[src/rtl/ov5640_pkg.sv]
// Shared definitions for the OV5640 configuration sequencer: FSM encoding,
// SCCB device addresses and the field layout of the 32-bit IIC command word.
package ov5640_pkg;

   typedef enum logic [3:0] {
      StIdle,
      StSettle,
      StLoad,
      StFire,
      StWaitH,
      StWaitL,
      StNext,
      StReady,
      StExtFire,
      StExtWaitH,
      StExtWaitL,
      StErr
   } state_t;

   localparam logic [7:0] DEV_WR = 8'h78;
   localparam logic [7:0] DEV_RD = 8'h79;

   // Command word layout: {device, register address, data}
   localparam int unsigned DEV_MSB = 31;
   localparam int unsigned DEV_LSB = 24;
   localparam int unsigned REG_MSB = 23;
   localparam int unsigned REG_LSB = 8;
   localparam int unsigned DAT_MSB = 7;
   localparam int unsigned DAT_LSB = 0;

   function automatic logic [31:0] pack_wdata(input logic [7:0]  dev,
                                              input logic [23:0] reg_data);
      logic [31:0] w;
      w                  = '0;
      w[DEV_MSB:DEV_LSB] = dev;
      w[REG_MSB:REG_LSB] = reg_data[23:8];
      w[DAT_MSB:DAT_LSB] = reg_data[7:0];
      return w;
   endfunction

endpackage

[src/rtl/ov5640_cfg_rom.sv]
// Sensor register table: maps a table index to {reg_addr[15:0], reg_val[7:0]}.
// Indices past REG_NUM read as zero; indices inside REG_NUM that have no
// explicit entry repeat the idempotent "sensor awake" write.
module ov5640_cfg_rom #(
   parameter int unsigned REG_NUM = 250
) (
   input  logic [7:0]  idx,
   output logic [23:0] rom_data
);

   // Combinational register table lookup
   always_comb begin
      rom_data = {16'h3008, 8'h02};
      case (idx)
         8'd0:    rom_data = {16'h3008, 8'h82}; // software reset
         8'd1:    rom_data = {16'h3008, 8'h02}; // leave power-down
         8'd2:    rom_data = {16'h3103, 8'h02}; // system clock from PLL
         8'd3:    rom_data = {16'h3017, 8'hff}; // pad output enables
         8'd4:    rom_data = {16'h3018, 8'hff};
         8'd5:    rom_data = {16'h3034, 8'h1a}; // MIPI 10-bit mode
         8'd6:    rom_data = {16'h3037, 8'h13}; // PLL root divider
         8'd7:    rom_data = {16'h3108, 8'h01}; // PCLK root divider
         8'd8:    rom_data = {16'h3630, 8'h36};
         8'd9:    rom_data = {16'h3631, 8'h0e};
         8'd10:   rom_data = {16'h3632, 8'he2};
         8'd11:   rom_data = {16'h3633, 8'h12};
         8'd12:   rom_data = {16'h3621, 8'he0};
         8'd13:   rom_data = {16'h3704, 8'ha0};
         8'd14:   rom_data = {16'h3703, 8'h5a};
         8'd15:   rom_data = {16'h3715, 8'h78};
         8'd16:   rom_data = {16'h3717, 8'h01};
         8'd17:   rom_data = {16'h370b, 8'h60};
         8'd18:   rom_data = {16'h3705, 8'h1a};
         8'd19:   rom_data = {16'h3905, 8'h02};
         default: rom_data = {16'h3008, 8'h02};
      endcase
      if (32'(idx) >= REG_NUM) begin
         rom_data = '0;
      end
   end

endmodule

[src/rtl/ov5640_cfg_ctrl.sv]
// OV5640 configuration sequencer: after power-up settle, writes the register
// table through the ov5640_iic start/busy handshake, then serves one external
// requester for runtime register accesses.
module ov5640_cfg_ctrl #(
   parameter int unsigned REG_NUM      = 250,
   parameter int unsigned SETTLE_CNT   = 1_000_000,
   parameter int unsigned BUSY_TIMEOUT = 65_535,
   parameter logic [7:0]  DEV_WR       = ov5640_pkg::DEV_WR
) (
   input  logic        sclk,
   input  logic        s_rst_n,
   input  logic        power_done,
   input  logic        busy,
   input  logic [7:0]  riic_data,
   output logic        start,
   output logic [31:0] wdata,
   output logic        cfg_done,
   output logic        cfg_err,
   input  logic        ext_req,
   input  logic [31:0] ext_wdata,
   output logic        ext_ack,
   output logic [7:0]  ext_rdata
);

   import ov5640_pkg::*;

   localparam int unsigned SettleW = (SETTLE_CNT > 1) ? $clog2(SETTLE_CNT) : 1;
   localparam int unsigned ToW     = (BUSY_TIMEOUT > 1) ? $clog2(BUSY_TIMEOUT) : 1;

   state_t             r_state;
   state_t             w_state_d;
   logic [SettleW-1:0] r_settle_cnt;
   logic [ToW-1:0]     r_to_cnt;
   logic [7:0]         r_idx;
   logic [31:0]        r_wdata;
   logic               r_cfg_done;
   logic               r_ext_ack;
   logic [7:0]         r_ext_rdata;
   logic [23:0]        w_rom_data;
   logic               w_last;
   logic               w_settle_last;
   logic               w_to_last;

   ov5640_cfg_rom #(
      .REG_NUM (REG_NUM)
   ) u_rom (
      .idx      (r_idx),
      .rom_data (w_rom_data)
   );

   assign w_last        = (r_idx == 8'(REG_NUM - 1));
   assign w_settle_last = (r_settle_cnt == SettleW'(SETTLE_CNT - 1));
   assign w_to_last     = (r_to_cnt == ToW'(BUSY_TIMEOUT - 1));

   // State register
   always_ff @(posedge sclk or negedge s_rst_n) begin
      if (!s_rst_n) begin
         r_state <= StIdle;
      end else begin
         r_state <= w_state_d;
      end
   end

   // Next-state logic; power loss aborts only the table phase, ERR is terminal
   always_comb begin
      w_state_d = r_state;
      unique case (r_state)
         StIdle:     if (power_done) w_state_d = StSettle;
         StSettle:   if (!power_done) w_state_d = StIdle;
                     else if (w_settle_last) w_state_d = StLoad;
         // Hold off the next start while a previous (aborted) transfer drains
         StLoad:     if (!power_done) w_state_d = StIdle;
                     else if (!busy) w_state_d = StFire;
         StFire:     if (!power_done) w_state_d = StIdle;
                     else w_state_d = StWaitH;
         StWaitH:    if (!power_done) w_state_d = StIdle;
                     else if (busy) w_state_d = StWaitL;
                     else if (w_to_last) w_state_d = StErr;
         StWaitL:    if (!power_done) w_state_d = StIdle;
                     else if (!busy) w_state_d = StNext;
                     else if (w_to_last) w_state_d = StErr;
         StNext:     if (!power_done) w_state_d = StIdle;
                     else if (w_last) w_state_d = StReady;
                     else w_state_d = StLoad;
         // Requester still sees its own ack this cycle; don't re-accept it
         StReady:    if (ext_req && !r_ext_ack) w_state_d = StExtFire;
         StExtFire:  w_state_d = StExtWaitH;
         StExtWaitH: if (busy) w_state_d = StExtWaitL;
                     else if (w_to_last) w_state_d = StErr;
         StExtWaitL: if (!busy) w_state_d = StReady;
                     else if (w_to_last) w_state_d = StErr;
         StErr:      w_state_d = StErr;
         default:    w_state_d = StIdle;
      endcase
   end

   // Moore outputs; cfg_done also rises during the final NEXT cycle
   always_comb begin
      start    = (r_state == StFire) || (r_state == StExtFire);
      cfg_err  = (r_state == StErr);
      cfg_done = r_cfg_done || ((r_state == StNext) && w_last && power_done);
   end

   // Settle and busy-timeout counters
   always_ff @(posedge sclk or negedge s_rst_n) begin
      if (!s_rst_n) begin
         r_settle_cnt <= '0;
         r_to_cnt     <= '0;
      end else begin
         if (r_state == StIdle) begin
            r_settle_cnt <= '0;
         end else if (r_state == StSettle) begin
            r_settle_cnt <= r_settle_cnt + SettleW'(1);
         end
         if ((r_state == StFire) || (r_state == StExtFire)) begin
            r_to_cnt <= '0;
         end else if ((r_state == StWaitH) || (r_state == StWaitL) ||
                      (r_state == StExtWaitH) || (r_state == StExtWaitL)) begin
            r_to_cnt <= r_to_cnt + ToW'(1);
         end
      end
   end

   // Table index, command word and sticky done flag
   always_ff @(posedge sclk or negedge s_rst_n) begin
      if (!s_rst_n) begin
         r_idx      <= '0;
         r_wdata    <= '0;
         r_cfg_done <= 1'b0;
      end else begin
         if (w_state_d == StIdle) begin
            r_idx <= '0;
         end else if ((r_state == StNext) && (w_state_d == StLoad)) begin
            r_idx <= r_idx + 8'd1;
         end
         if (r_state == StLoad) begin
            r_wdata <= pack_wdata(DEV_WR, w_rom_data);
         end else if ((r_state == StReady) && (w_state_d == StExtFire)) begin
            r_wdata <= ext_wdata;
         end
         if ((r_state == StNext) && (w_state_d == StReady)) begin
            r_cfg_done <= 1'b1;
         end
      end
   end

   // External completion pulse and read-data capture
   always_ff @(posedge sclk or negedge s_rst_n) begin
      if (!s_rst_n) begin
         r_ext_ack   <= 1'b0;
         r_ext_rdata <= '0;
      end else begin
         r_ext_ack <= (r_state == StExtWaitL) && (w_state_d == StReady);
         if ((r_state == StExtWaitL) && (w_state_d == StReady)) begin
            r_ext_rdata <= riic_data;
         end
      end
   end

   assign wdata     = r_wdata;
   assign ext_ack   = r_ext_ack;
   assign ext_rdata = r_ext_rdata;

endmodule

[config.mk]
export PLATFORM = sky130hd
export DESIGN_NAME = ov5640_cfg_ctrl
export DESIGN_NICKNAME = d
export VERILOG_FILES = /design/src/rtl/ov5640_pkg.sv /design/src/rtl/ov5640_cfg_rom.sv /design/src/rtl/ov5640_cfg_ctrl.sv
export SDC_FILE = /design/constraint.sdc
export NUM_CORES = 1
export LEC_CHECK = 0
export CAP_MARGIN = 10
export CORE_UTILIZATION = 50
export CTS_BUF_LIST = sky130_fd_sc_hd__clkbuf_8
export DETAILED_ROUTE_END_ITERATION = 7
export PLACE_DENSITY = 0.77
export SLEW_MARGIN = 20
export SYNTH_ARGS = -nofsm -noshare
export SYNTH_HDL_FRONTEND = slang
export SYNTH_SLANG_ARGS = --single-unit
export TNS_END_PERCENT = 10
[constraint.sdc]
create_clock -name sclk -period 2.5 [get_ports sclk]
set_input_delay 0.5 -clock sclk [delete_from_list [all_inputs] [get_ports sclk]]
set_output_delay 0.5 -clock sclk [all_outputs]
set_load 0.02 [all_outputs]
# --- After elaboration in Yosys (flattened, before gate mapping) ---
# Memories as Yosys holds them, arrays and structs flattened.
# Index checks and enable logic that the tools add are counted.
word_totals:
  regBits: 90
  rom_bits: 576
  output_inout_bits: 44
  word_cells: 77
  memories: 1
memory_table:
  columns: ["memory", "words", "width", "read_ports", "rd_ports_with_merged_regs", "wr", "line_no", "source"]
  rows:
  - ["(no name shown)", 32, 18, 1, 0, 0, "ov5640_cfg_rom.sv:14", "case (idx)"]
classes:
  addsub: 3
  order_cmp: 1
  n_eq_ne: 17
  mux: 27
  reduce_logical: 20
ops:
  columns: ["op", "count"]
  rows:
  - ["two-way mux 32 bit", 2]
  - ["two-way mux 4 bit", 13]
  - ["two-way mux 24 bit", 2]
  - ["case mux 4 bit (12 select lines)", 1]
  - ["two-way mux 20 bit", 2]
  - ["two-way mux 16 bit", 2]
  - ["adder 20 x 1 -> 20 bit, second input constant", 1]
  - ["== test 20 bit, second input constant", 1]
  - ["== test 4 x 3 -> 1 bit, second input constant", 5]
  - ["== test 4 bit, second input constant", 5]
  - ["adder 16 x 1 -> 16 bit, second input constant", 1]
  - ["== test 16 bit, second input constant", 1]
  - ["two-way mux 8 bit", 2]
  - ["== test 4 x 2 -> 1 bit, second input constant", 3]
  - ["two-way mux 3 bit", 3]
  - ["adder 8 x 1 -> 8 bit, second input constant", 1]
  - ["== test 8 bit, second input constant", 1]
  - ["greater-or-equal comparator 8 bit, second input constant", 1]
  - ["zero test 4 bit", 2]
  - ["nonzero test 2 bit", 4]
  - ["logical AND 1 bit", 7]
  - ["logical OR 1 bit", 5]
  - ["== test 4 x 1 -> 1 bit, second input constant", 1]
  - ["zero test 3 bit", 1]
  - ["zero test 1 bit", 1]

# --- Depth between registers and ports, before layout ---
# Gate-level depths: netlist (run 1).
logic_depth:
  depth_word: 9
  mapped_depth: 9
  ltp_nobuf: 8

# --- Modules after synthesis ---
# Synthesis (run 1) repeated with hierarchy kept, for this count alone.
unflattened:
  hier_cells: 605
  hier_area_um2: 5536.6
modules_own_cells:
  columns: ["mod", "instances", "cells_each", "area_each_um2"]
  rows:
  - ["ov5640_cfg_ctrl", 1, 502, 4777.1]
  - ["ov5640_cfg_rom", 1, 103, 759.5]

# --- Least setup slack after synthesis (run 1) ---
# No wires, ideal clock.
synth_path:
  kind: "reg2out"
  from: "register r_state[3]"
  to: "output port start"
  arrival_time_ns: 1.995
  required_time_ns: 2.000
  path_slack_ns: 0.005
  path_stages_with_launch: 7
  n_path_buf: 4
  cell_sequence: "dfrtp_1 > clkbuf_1 > clkbuf_8 > clkbuf_1 > mux2_2 > nor2_1 > clkbuf_1"
synth_via:
  elab_chain_len: 2
synth_lines:
  columns: ["element", "line_no", "source"]
  rows:
  - ["start, declared", "ov5640_cfg_ctrl.sv:30", "state_t r_state;"]
  - ["start signal, assigned", "ov5640_cfg_ctrl.sv:58", "r_state <= StIdle;"]
  - ["start signal, assigned", "ov5640_cfg_ctrl.sv:60", "r_state <= w_state_d;"]
  - ["== test 4 x 2 -> 1 bit or == test 4 bit (tied branches)", "ov5640_cfg_ctrl.sv:99", "start = (r_state == StFire) || (r_state == StExtFire);"]
  - ["logical OR 1 bit *", "ov5640_cfg_ctrl.sv:99", null]
  - ["end, declared", "ov5640_cfg_ctrl.sv:15", "output logic start,"]
# Every way passes the cells marked *; elsewhere a longest branch is shown, timed or not.

# --- Final worst setup path (run 1) ---
layout_path:
  from: "register r_state[3]"
  to: "register r_idx[1]"
layout_via:
  elab_chain_len: 7
layout_lines:
  columns: ["element", "line_no", "source"]
  rows:
  - ["two-way mux 4 bit", null, null]
  - ["two-way mux 4 bit (on tied branches)", "ov5640_cfg_ctrl.sv:80, ov5640_cfg_ctrl.sv:77", null]
  - ["two-way mux 4 bit (on tied branches)", "ov5640_cfg_ctrl.sv:79, ov5640_cfg_ctrl.sv:76", null]
  - ["case mux 4 bit (12 select lines)", "ov5640_cfg_ctrl.sv:67", "unique case (r_state)"]
  - ["== test 4 x 2 -> 1 bit", "ov5640_cfg_ctrl.sv:133", "end else if ((r_state == StNext) && (w_state_d == StLoad)) begin"]
  - ["logical AND 1 bit", "ov5640_cfg_ctrl.sv:133", null]
  - ["nonzero test 2 bit (no line)", null, null]
  - ["end signal, assigned", "ov5640_cfg_ctrl.sv:134", "r_idx <= r_idx + 8'd1;"]
  - ["end, declared", "ov5640_cfg_ctrl.sv:34", "logic [7:0] r_idx;"]
# Several ways; a longest one is shown, not always the timed one.
# A chain may end at the register's enable or synchronous reset.

==> results of run 1 <==
cells by family after synthesis:
group	after synthesis	synth area share
compound gates	160	0.178
xor+xnor	18	0.0294
fa+ha+maj	13	0.0304
buf+inv	59	0.0596
flops	90	0.420
mux	21	0.0413
simple gates	259	0.241
layout make-up:
type | count | area (sq um)
well taps | 136 | 170
fillers | 880 | 3720
flip-flops and latches | 90 | 2250
repair buffers | 129 | 1200
clock inverters | 4 | 18.8
clock buffers | 11 | 151
inverters | 15 | 56.3
multi-input cells | 471 | 2800
power groups by stage:
| stage | Clock [mW] | Sequential, mW | Combinational (mW) |
|---|---|---|---|
| after floorplan | 0 | 2.16 | 0.334 |
| after global placement | 0 | 1.88 | 1.26 |
| after detailed placement | 0 | 1.90 | 1.30 |
| after CTS | 0.916 | 1.87 | 1.31 |
| after global routing | 0.971 | 1.90 | 1.40 |
| final | 0.891 | 1.87 | 1.30 |
flip-flops by register name (all words and copies together) (netlist names):
name / cells
ext_ack: 1
r_to_cnt: 16
wdata: 32
r_idx: 8
r_state: 4
ext_rdata: 8
r_settle_cnt: 20
r_cfg_done: 1
metal layers:
layer	global-route usage	share of wire
met1	0.334	0.43
met2	0.446	0.51
met3	0.0414	0.045
met4	0.0893	0.019
met5	0	0
Yosys cell counts (3+ instances only):
master / number
nor3_1: 22
nor4_1: 7
xor2_1: 7
nand3b_1: 4
ha_1: 13
nand3_1: 29
clkbuf_1: 27
a31oi_1: 7
nand4b_1: 5
or2_2: 3
or3_1: 9
a21o_1: 3
nand2_1: 71
dfrtp_1: 90
nand4_1: 11
inv_1: 13
buf_6: 3
a21oi_1: 51
nand2b_1: 10
mux2i_1: 12
xnor2_1: 11
clkbuf_8: 4
and3_1: 6
a32oi_1: 3
nor2_1: 65
o21ai_0: 58
o22ai_1: 7
mux2_2: 9
a211oi_1: 3
what timing repair did:
action	4_1_cts	5_1_grt
hold buffers	0	0
buffers inserted	0	1
endpoints found under the setup margin	3	10
resized for setup	5	6
cloned	0	0
pin swaps	0	0
path summary, 6_finish.rpt:
check	from	to	slack [ns]	depth (start not counted)
worst min register to register	r_cfg_done	r_cfg_done	0.46	1
worst max-delay path	r_state[3]	r_idx[1]	0.08	9
worst max register to register	r_state[3]	r_idx[1]	0.08	9
max in group asynchronous	s_rst_n	wdata[14]	1.79	2
min in group sclk	r_cfg_done	r_cfg_done	0.46	1
worst min-delay path	s_rst_n	r_settle_cnt[10]	0.05	1
==> impl_metrics.env, run 1 <==
export IMPL_status="finished, final reports clean"
export IMPL_die_x_um=106
export IMPL_first_pass_iters=5
export IMPL_synth_seq_cells=90
export IMPL_start_util=0.517
export IMPL_synth_fp_nets=678
export IMPL_finish_utilization=0.641
export IMPL_power_density_nw_per_um2=610
export IMPL_worst_slew_pin_slew_ns=0.623
export IMPL_pre_cts_ws_ns=-0.345
export IMPL_ant_nets=0
export IMPL_hold_viol_final=0
export IMPL_root_buffer="clkbuf_8"
export IMPL_wl_per_cell_um=16.5
export IMPL_drv_cap=0
export IMPL_p_clk_frac=0.220
export IMPL_yosysTopAreaCell="dfrtp_1"
export IMPL_ioPinCount=89
export IMPL_place_congestion=0.893
export IMPL_path_clk_slew_ns=0.09
export IMPL_fin_area_sq_um=6650
export IMPL_synth_top_area_share=0.420
export IMPL_viasPerCell=5.84
export IMPL_fmax_mhz=414
export IMPL_synth_async_sr_flop_share=1.00
export IMPL_fin_crit_sh=0.967
export IMPL_grt_pass1_wl_um=23100
export IMPL_seq_area_frac_synth=0.420
export IMPL_tns_ns=0
export IMPL_cp_arrival_ns=2.70
export IMPL_die_area_sq_um=11100
export IMPL_whs_ns=0.0523
export IMPL_mappedNetlistArea_sq_um=5360
export IMPL_clkSinkCount=90
export IMPL_yosysUniqueCellTypes=69
export IMPL_skew_ns=0.00867
export IMPL_yosys_top_cells_area="dfrtp_1, o21ai_0, nand2_1"
export IMPL_fin_ws_ns=0.0825
export IMPL_cp_start_kind="flip-flop"
export IMPL_dp_cells=840
export IMPL_finalSetupViolCount=0
export IMPL_clk_path_buf_depth=2
export IMPL_grt_pass1_vias=4768
export IMPL_nets=774
export IMPL_p_sw_frac=0.324
export IMPL_cts_tree="done"
export IMPL_overflow=0
export IMPL_syn_avg_cell_area_sq_um=8.64
export IMPL_p_int_mw=2.75
export IMPL_cp_max_fo=24
export IMPL_ys_warn_count=0
export IMPL_mostFrequentLayoutCell="dfrtp_1"
export IMPL_crit_chain="buf_4 -> buf_4 -> or4bb_2 -> a21oi_2 -> o22a_1 -> a311oi_2 -> nor3b_4 -> buf_4 -> o21ai_0"
export IMPL_cp_required_ns=2.78
export IMPL_layout_drive_gt1_share=0.113
export IMPL_dpl_cell_area_sq_um=6470
export IMPL_crit_top_cell="buf_4"
export IMPL_rows=37
export IMPL_htreeDepth=3
export IMPL_antennaDiodeCount=0
export IMPL_mostFrequentLayoutCells="dfrtp_1, clkdlybuf4s50_1, nand2_1"
export IMPL_numCtsBuffers=9
export IMPL_criticalPathCategory="flip-flop to flip-flop"
export IMPL_syn_inst=620
export IMPL_routed_wl_um=14100
export IMPL_finalMaxSlewViolations=0
export IMPL_vdd_ir_drop_max_mv=0.508
export IMPL_vias=4999
export IMPL_grt_max_degree=61
export IMPL_cp_slowest_cell="or4bb_2"
export IMPL_grt_antenna_before_repair=0
export IMPL_io_buffers=88
export IMPL_cp_end_kind="flip-flop"
export IMPL_netSwitchingPower_mw=1.31
export IMPL_hpwl_um=10100
export IMPL_combPwrFrac=0.320
export IMPL_crit_family="simple AND/OR/NAND/NOR gates"
export IMPL_clk_latency_ns=0.37
export IMPL_seq_power_share=0.460
export IMPL_slowest_delay_ns=0.65
export IMPL_coreArea_sq_um=10400
export IMPL_power_mw=4.06
export IMPL_drc_errors=0
export IMPL_area_delta_synth_final_pct=24.1
export IMPL_die_h_um=106
export IMPL_max_slew_margin=0.580
export IMPL_cp_num_buf_inv=3
export IMPL_fin_cells=856
export IMPL_min_path_type="input port to async pin"
export IMPL_synth_edff_count=0
export IMPL_p_leak_nw=2.73
export IMPL_ys_flop_type="dfrtp_1"
export IMPL_period_minus_slack_ns=2.42
export IMPL_grt_usage=0.260
export IMPL_first_iter_violations=350
Power figures use the tool's default switching activity.
==> inputs of run 2 (changes only) <==
ABC_CLOCK_PERIOD_IN_PS = 2500   (was unset)
CELL_PAD_IN_SITES_DETAIL_PLACEMENT = 0   (was unset)
CELL_PAD_IN_SITES_GLOBAL_PLACEMENT = 1   (was unset)
CORE_UTILIZATION = 38   (was 50)
==> impl_metrics.env, run 2 (synthesis results as in run 1) <==
export IMPL_cp_slowest_cell="or4_1"
export IMPL_grt_max_degree=42
export IMPL_cp_end_kind="flip-flop"
export IMPL_p_leak_nw=2.79
export IMPL_r2r_end="r_idx[3]"
export IMPL_overflow=0
export IMPL_cp_max_fo=8
export IMPL_path_clk_slew_ns=0.09
export IMPL_start_util=0.387
export IMPL_period_minus_slack_ns=2.43
export IMPL_rows=43
export IMPL_hold_viol_final=0
export IMPL_antennaDiodeCount=0
export IMPL_clkSinkCount=90
export IMPL_cp_required_ns=2.74
export IMPL_fmax_mhz=412
export IMPL_pre_cts_ws_ns=-0.356
export IMPL_regArea_sq_um=2250
export IMPL_crit_family="simple AND/OR/NAND/NOR gates"
export IMPL_clk_latency_ns=0.37
export IMPL_die_x_um=121
export IMPL_grt_pass1_vias=4668
export IMPL_finalMaxSlewViolations=0
export IMPL_min_path_type="input port to async pin"
export IMPL_viasPerCell=5.45
export IMPL_nets=778
export IMPL_max_slew_margin=0.605
export IMPL_die_area_sq_um=14600
export IMPL_whs_ns=0.0832
export IMPL_cp_num_buf_inv=1
export IMPL_grt_setup_unrepaired="no"
export IMPL_met2_usage=0.342
export IMPL_grt_usage=0.204
export IMPL_hpwl_um=10100
export IMPL_crit_chain="or4_1 -> nor4_2 -> nand2_1 -> a311oi_2 -> nor3b_4 -> buf_4 -> a31oi_1"
export IMPL_vias=4931
export IMPL_largest_reg_flops=32
export IMPL_mostFrequentLayoutCell="dfrtp_1"
export IMPL_power_density_nw_per_um2=653
export IMPL_drc_errors=0
export IMPL_status="finished, final reports clean"
export IMPL_drv_cap=0
export IMPL_htreeDepth=3
export IMPL_crit_path_end="r_idx[3]"
export IMPL_io_buffers=88
export IMPL_layout_drive_gt1_share=0.117
export IMPL_coreArea_sq_um=13800
export IMPL_fin_ws_ns=0.0707
export IMPL_use_met3=0.0387
export IMPL_grtUsageMet1=0.268
export IMPL_die_h_um=121
export IMPL_routed_wl_um=14300
export IMPL_cp_start_kind="flip-flop"
export IMPL_ff2ff_setup_slack_ns=0.07
export IMPL_grt_antenna_before_repair=0
export IMPL_first_pass_iters=5
export IMPL_grt_pass1_wl_um=23500
export IMPL_cp_startpoint="r_settle_cnt[13]"
export IMPL_ioPinCount=89
export IMPL_fill_cells=1289
export IMPL_root_buffer="clkbuf_8"
export IMPL_clk_path_buf_depth=2
export IMPL_multiInputGateArea_sq_um=2800
export IMPL_cp_arrival_ns=2.67
export IMPL_reg2regPathDepth=7
export IMPL_finalSetupViolCount=0
export IMPL_area_delta_synth_final_pct=27.6
export IMPL_place_congestion=0.813
export IMPL_first_iter_violations=306
export IMPL_worst_slew_pin_slew_ns=0.586
export IMPL_fin_crit_sh=0.972
export IMPL_finish_utilization=0.494
export IMPL_numCtsBuffers=9
export IMPL_mostFrequentLayoutCells="dfrtp_1, clkdlybuf4s50_1, nand2_1"
export IMPL_r2r_start="r_settle_cnt[13]"
export IMPL_ant_nets=0
export IMPL_top_usage_layer="met2"
export IMPL_criticalPathCategory="flip-flop to flip-flop"
export IMPL_wl_per_cell_um=15.8
export IMPL_slowest_delay_ns=0.51
export IMPL_skew_ns=0.00897
export IMPL_power_mw=4.47
export IMPL_vdd_ir_drop_max_mv=0.402
export IMPL_cts_tree="done"
export IMPL_path_depth=7
run 2: how the worst min path moves through the flow:
stage | start | end | slack [ns] | cells after the start
final | s_rst_n | r_settle_cnt[8] | 0.08 | 1
after global routing | s_rst_n | r_settle_cnt[1] | 0.10 | 1
after CTS | s_rst_n | r_settle_cnt[5] | 0.08 | 1
after detailed placement | r_cfg_done | r_cfg_done | 0.44 | 1
after global placement | r_cfg_done | r_cfg_done | 0.45 | 1
after floorplan | s_rst_n | ext_ack | 0.20 | 0
run 2: through the flow:
step	cell area (sq um)	TNS, ns	std cells
finish	6840	0	905
floorplan	5360	0	620
detailed placement	6550	-0.828	888
CTS	6820	0	904
global placement	6550	-0.946	888
global route	6840	0	905
run 2: power by group:
group / total, mW / switching, mW / internal (mW)
logic: 1.28 / 0.642 / 0.641
registers: 1.87 / 0.159 / 1.71
clock network: 1.32 / 0.529 / 0.787
run 2: area by class of cell:
type / instances / share of cell area
Clock buffer: 10 / 0.0201
Clock inverter: 6 / 0.0189
Inverter: 15 / 0.00824
Multi-Input combinational cell: 471 / 0.409
Sequential cell: 90 / 0.329
Tap cell: 180 / 0.0329
Timing Repair Buffer: 133 / 0.181
run 2: what timing repair did:
action | 4_1_cts | 5_1_grt
gates resized for setup | 7 | 5
hold buffers | 0 | 0
setup endpoints to repair | 8 | 10
gates cloned | 0 | 0
setup buffers | 0 | 1
run 2: routing by layer:
metal  up-vias  share of wire
li1       2412              -
met1      2409           0.45
met2        98           0.50
met3        12          0.033
met4         0          0.011
met5         -              0
==> inputs of run 3 (changes only) <==
GPL_TIMING_DRIVEN = 0   (was unset)
==> impl_metrics.env, run 3 (synthesis results as in run 1) <==
export IMPL_status="finished, final reports clean"
export IMPL_cp_required_ns=2.00
export IMPL_wl_met2_um=7230
export IMPL_htreeDepth=3
export IMPL_viasPerCell=5.50
export IMPL_vdd_ir_drop_max_mv=0.442
export IMPL_wl_per_cell_um=16.1
export IMPL_mostFrequentLayoutCells="dfrtp_1, clkdlybuf4s50_1, nand2_1"
export IMPL_crit_top_cell="clkbuf_8"
export IMPL_min_path_type="flip-flop to flip-flop"
export IMPL_die_h_um=121
export IMPL_hold_viol_final=0
export IMPL_skew_ns=0.00886
export IMPL_grt_usage=0.208
export IMPL_root_buffer="clkbuf_8"
export IMPL_clkSinkCount=90
export IMPL_fmax_mhz=414
export IMPL_grt_pass1_wl_um=23900
export IMPL_rows=43
export IMPL_multiInputGateArea_sq_um=2850
export IMPL_routed_top_layer="met4"
export IMPL_crit_chain="clkbuf_8 -> or2_4 -> mux2_2 -> nor2_4 -> clkbuf_8 -> buf_4"
export IMPL_max_slew_margin=0.345
export IMPL_hpwl_um=10600
export IMPL_worstHoldPathCells=1
export IMPL_fin_crit_sh=0.967
export IMPL_met3_length_um=524
export IMPL_clk_latency_ns=0.37
export IMPL_cp_start_kind="flip-flop"
export IMPL_mostFrequentLayoutCell="dfrtp_1"
export IMPL_first_pass_iters=4
export IMPL_p_leak_nw=2.71
export IMPL_cp_slowest_cell="dfrtp_2"
export IMPL_clk_path_buf_depth=2
export IMPL_ioPinCount=89
export IMPL_drv_cap=0
export IMPL_cp_num_buf_inv=3
export IMPL_overflow=0
export IMPL_path_depth=6
export IMPL_finalMaxSlewViolations=0
export IMPL_pre_cts_ws_ns=-1.08
export IMPL_drc_errors=0
export IMPL_cp_arrival_ns=1.92
export IMPL_area_delta_synth_final_pct=27.1
export IMPL_fin_ws_ns=0.0833
export IMPL_cp_end_kind="output pin"
export IMPL_path_clk_slew_ns=0.08
export IMPL_finish_utilization=0.492
export IMPL_die_area_sq_um=14600
export IMPL_nets=780
export IMPL_grt_antenna_before_repair=0
export IMPL_first_iter_violations=264
export IMPL_worst_slew_pin_slew_ns=0.976
export IMPL_layout_drive_gt1_share=0.0992
export IMPL_io_buffers=86
export IMPL_fill_cells=1316
export IMPL_place_congestion=0.867
export IMPL_vias=4985
export IMPL_routedLengthMet1_um=6510
export IMPL_coreArea_sq_um=13800
export IMPL_grt_max_degree=62
export IMPL_die_x_um=121
export IMPL_grt_pass1_vias=4763
export IMPL_power_density_nw_per_um2=611
export IMPL_period_minus_slack_ns=2.42
export IMPL_start_util=0.387
export IMPL_cts_tree="done"
export IMPL_finalSetupViolCount=0
export IMPL_criticalPathCategory="flip-flop to output pin"
export IMPL_reg2regPathDepth=7
export IMPL_largest_reg_flops=32
export IMPL_numCtsBuffers=9
export IMPL_cp_max_fo=10
export IMPL_crit_family="buffers and inverters"
export IMPL_regArea_sq_um=2260
export IMPL_slowest_delay_ns=0.42
export IMPL_antennaDiodeCount=0
export IMPL_ant_nets=0
export IMPL_routed_wl_um=14600
## run 3: cell count changes in the layout (fill, tap and decap cells not counted), moves of 2 or more
cell / previous run / this run
buf_6: 1 / 4
clkbuf_8: 10 / 17
buf_4: 44 / 12
clkdlybuf4s50_1: 84 / 82
dfrtp_1: 90 / 86
dfrtp_2: 0 / 4
bufinv_16: 4 / 1
clkbuf_1: 0 / 22
buf_1: 0 / 2
buf_12: 2 / 0
## run 3: worst paths after layout
kind                                  start          endpoint  slack [ns]
hold reg to reg                  r_cfg_done        r_cfg_done        0.47
min in group asynchronous           s_rst_n  r_settle_cnt[13]        0.56
setup reg to reg           r_settle_cnt[10]          r_idx[3]        0.08
hold / removal                   r_cfg_done        r_cfg_done        0.47
max in group asynchronous           s_rst_n          wdata[0]        1.33
setup / recovery                 r_state[1]             start        0.08
## run 3: final cells by class
class,instances,share of cell area
Buffer,39,0.0375
Tap cell,180,0.0331
Sequential cell,90,0.332
Multi-Input combinational cell,471,0.419
Clock inverter,3,0.00570
Clock buffer,12,0.0243
Timing Repair Buffer,96,0.140
Inverter,15,0.00864
## run 3: metrics by stage
step | setup TNS (ns) | hold WS (ns) | cells | instance area, sq um | power, mW
3_3_place_gp | -227.15 | 0.441 | 886 | 6440 | 3.13
5_1_grt | -0.0146 | 0.483 | 906 | 6810 | 4.40
2_1_floorplan | 0 | 0.204 | 620 | 5360 | 2.49
3_5_place_dp | -5.15 | 0.396 | 887 | 6470 | 3.16
6_report | 0 | 0.467 | 906 | 6810 | 4.16
4_1_cts | 0 | 0.468 | 903 | 6750 | 4.22
## run 3: metal layers
metal,GRT usage,vias up
met2,0.345,117
met1,0.269,2430
met3,0.0363,20
met5,0,-
met4,0.0779,0
li1,-,2418
## run 3: where the power goes
| group | internal (mW) | leakage (nW) | switching (mW) |
|---|---|---|---|
| clock | 0.534 | 0.110 | 0.494 |
| combinational | 0.616 | 1.46 | 0.623 |
| sequential | 1.71 | 1.14 | 0.187 |
| total | 2.86 | 2.71 | 1.30 |
## run 3: timing repair
item | 4_1_cts | 5_1_grt
endpoints found under the setup margin | 20 | 14
pin swaps | 1 | 1
gates resized for setup | 27 | 8
buffers inserted | 5 | 3
hold buffers | 1 | 0
endpoints found under the hold margin | 29 | 0
cloned | 0 | 0
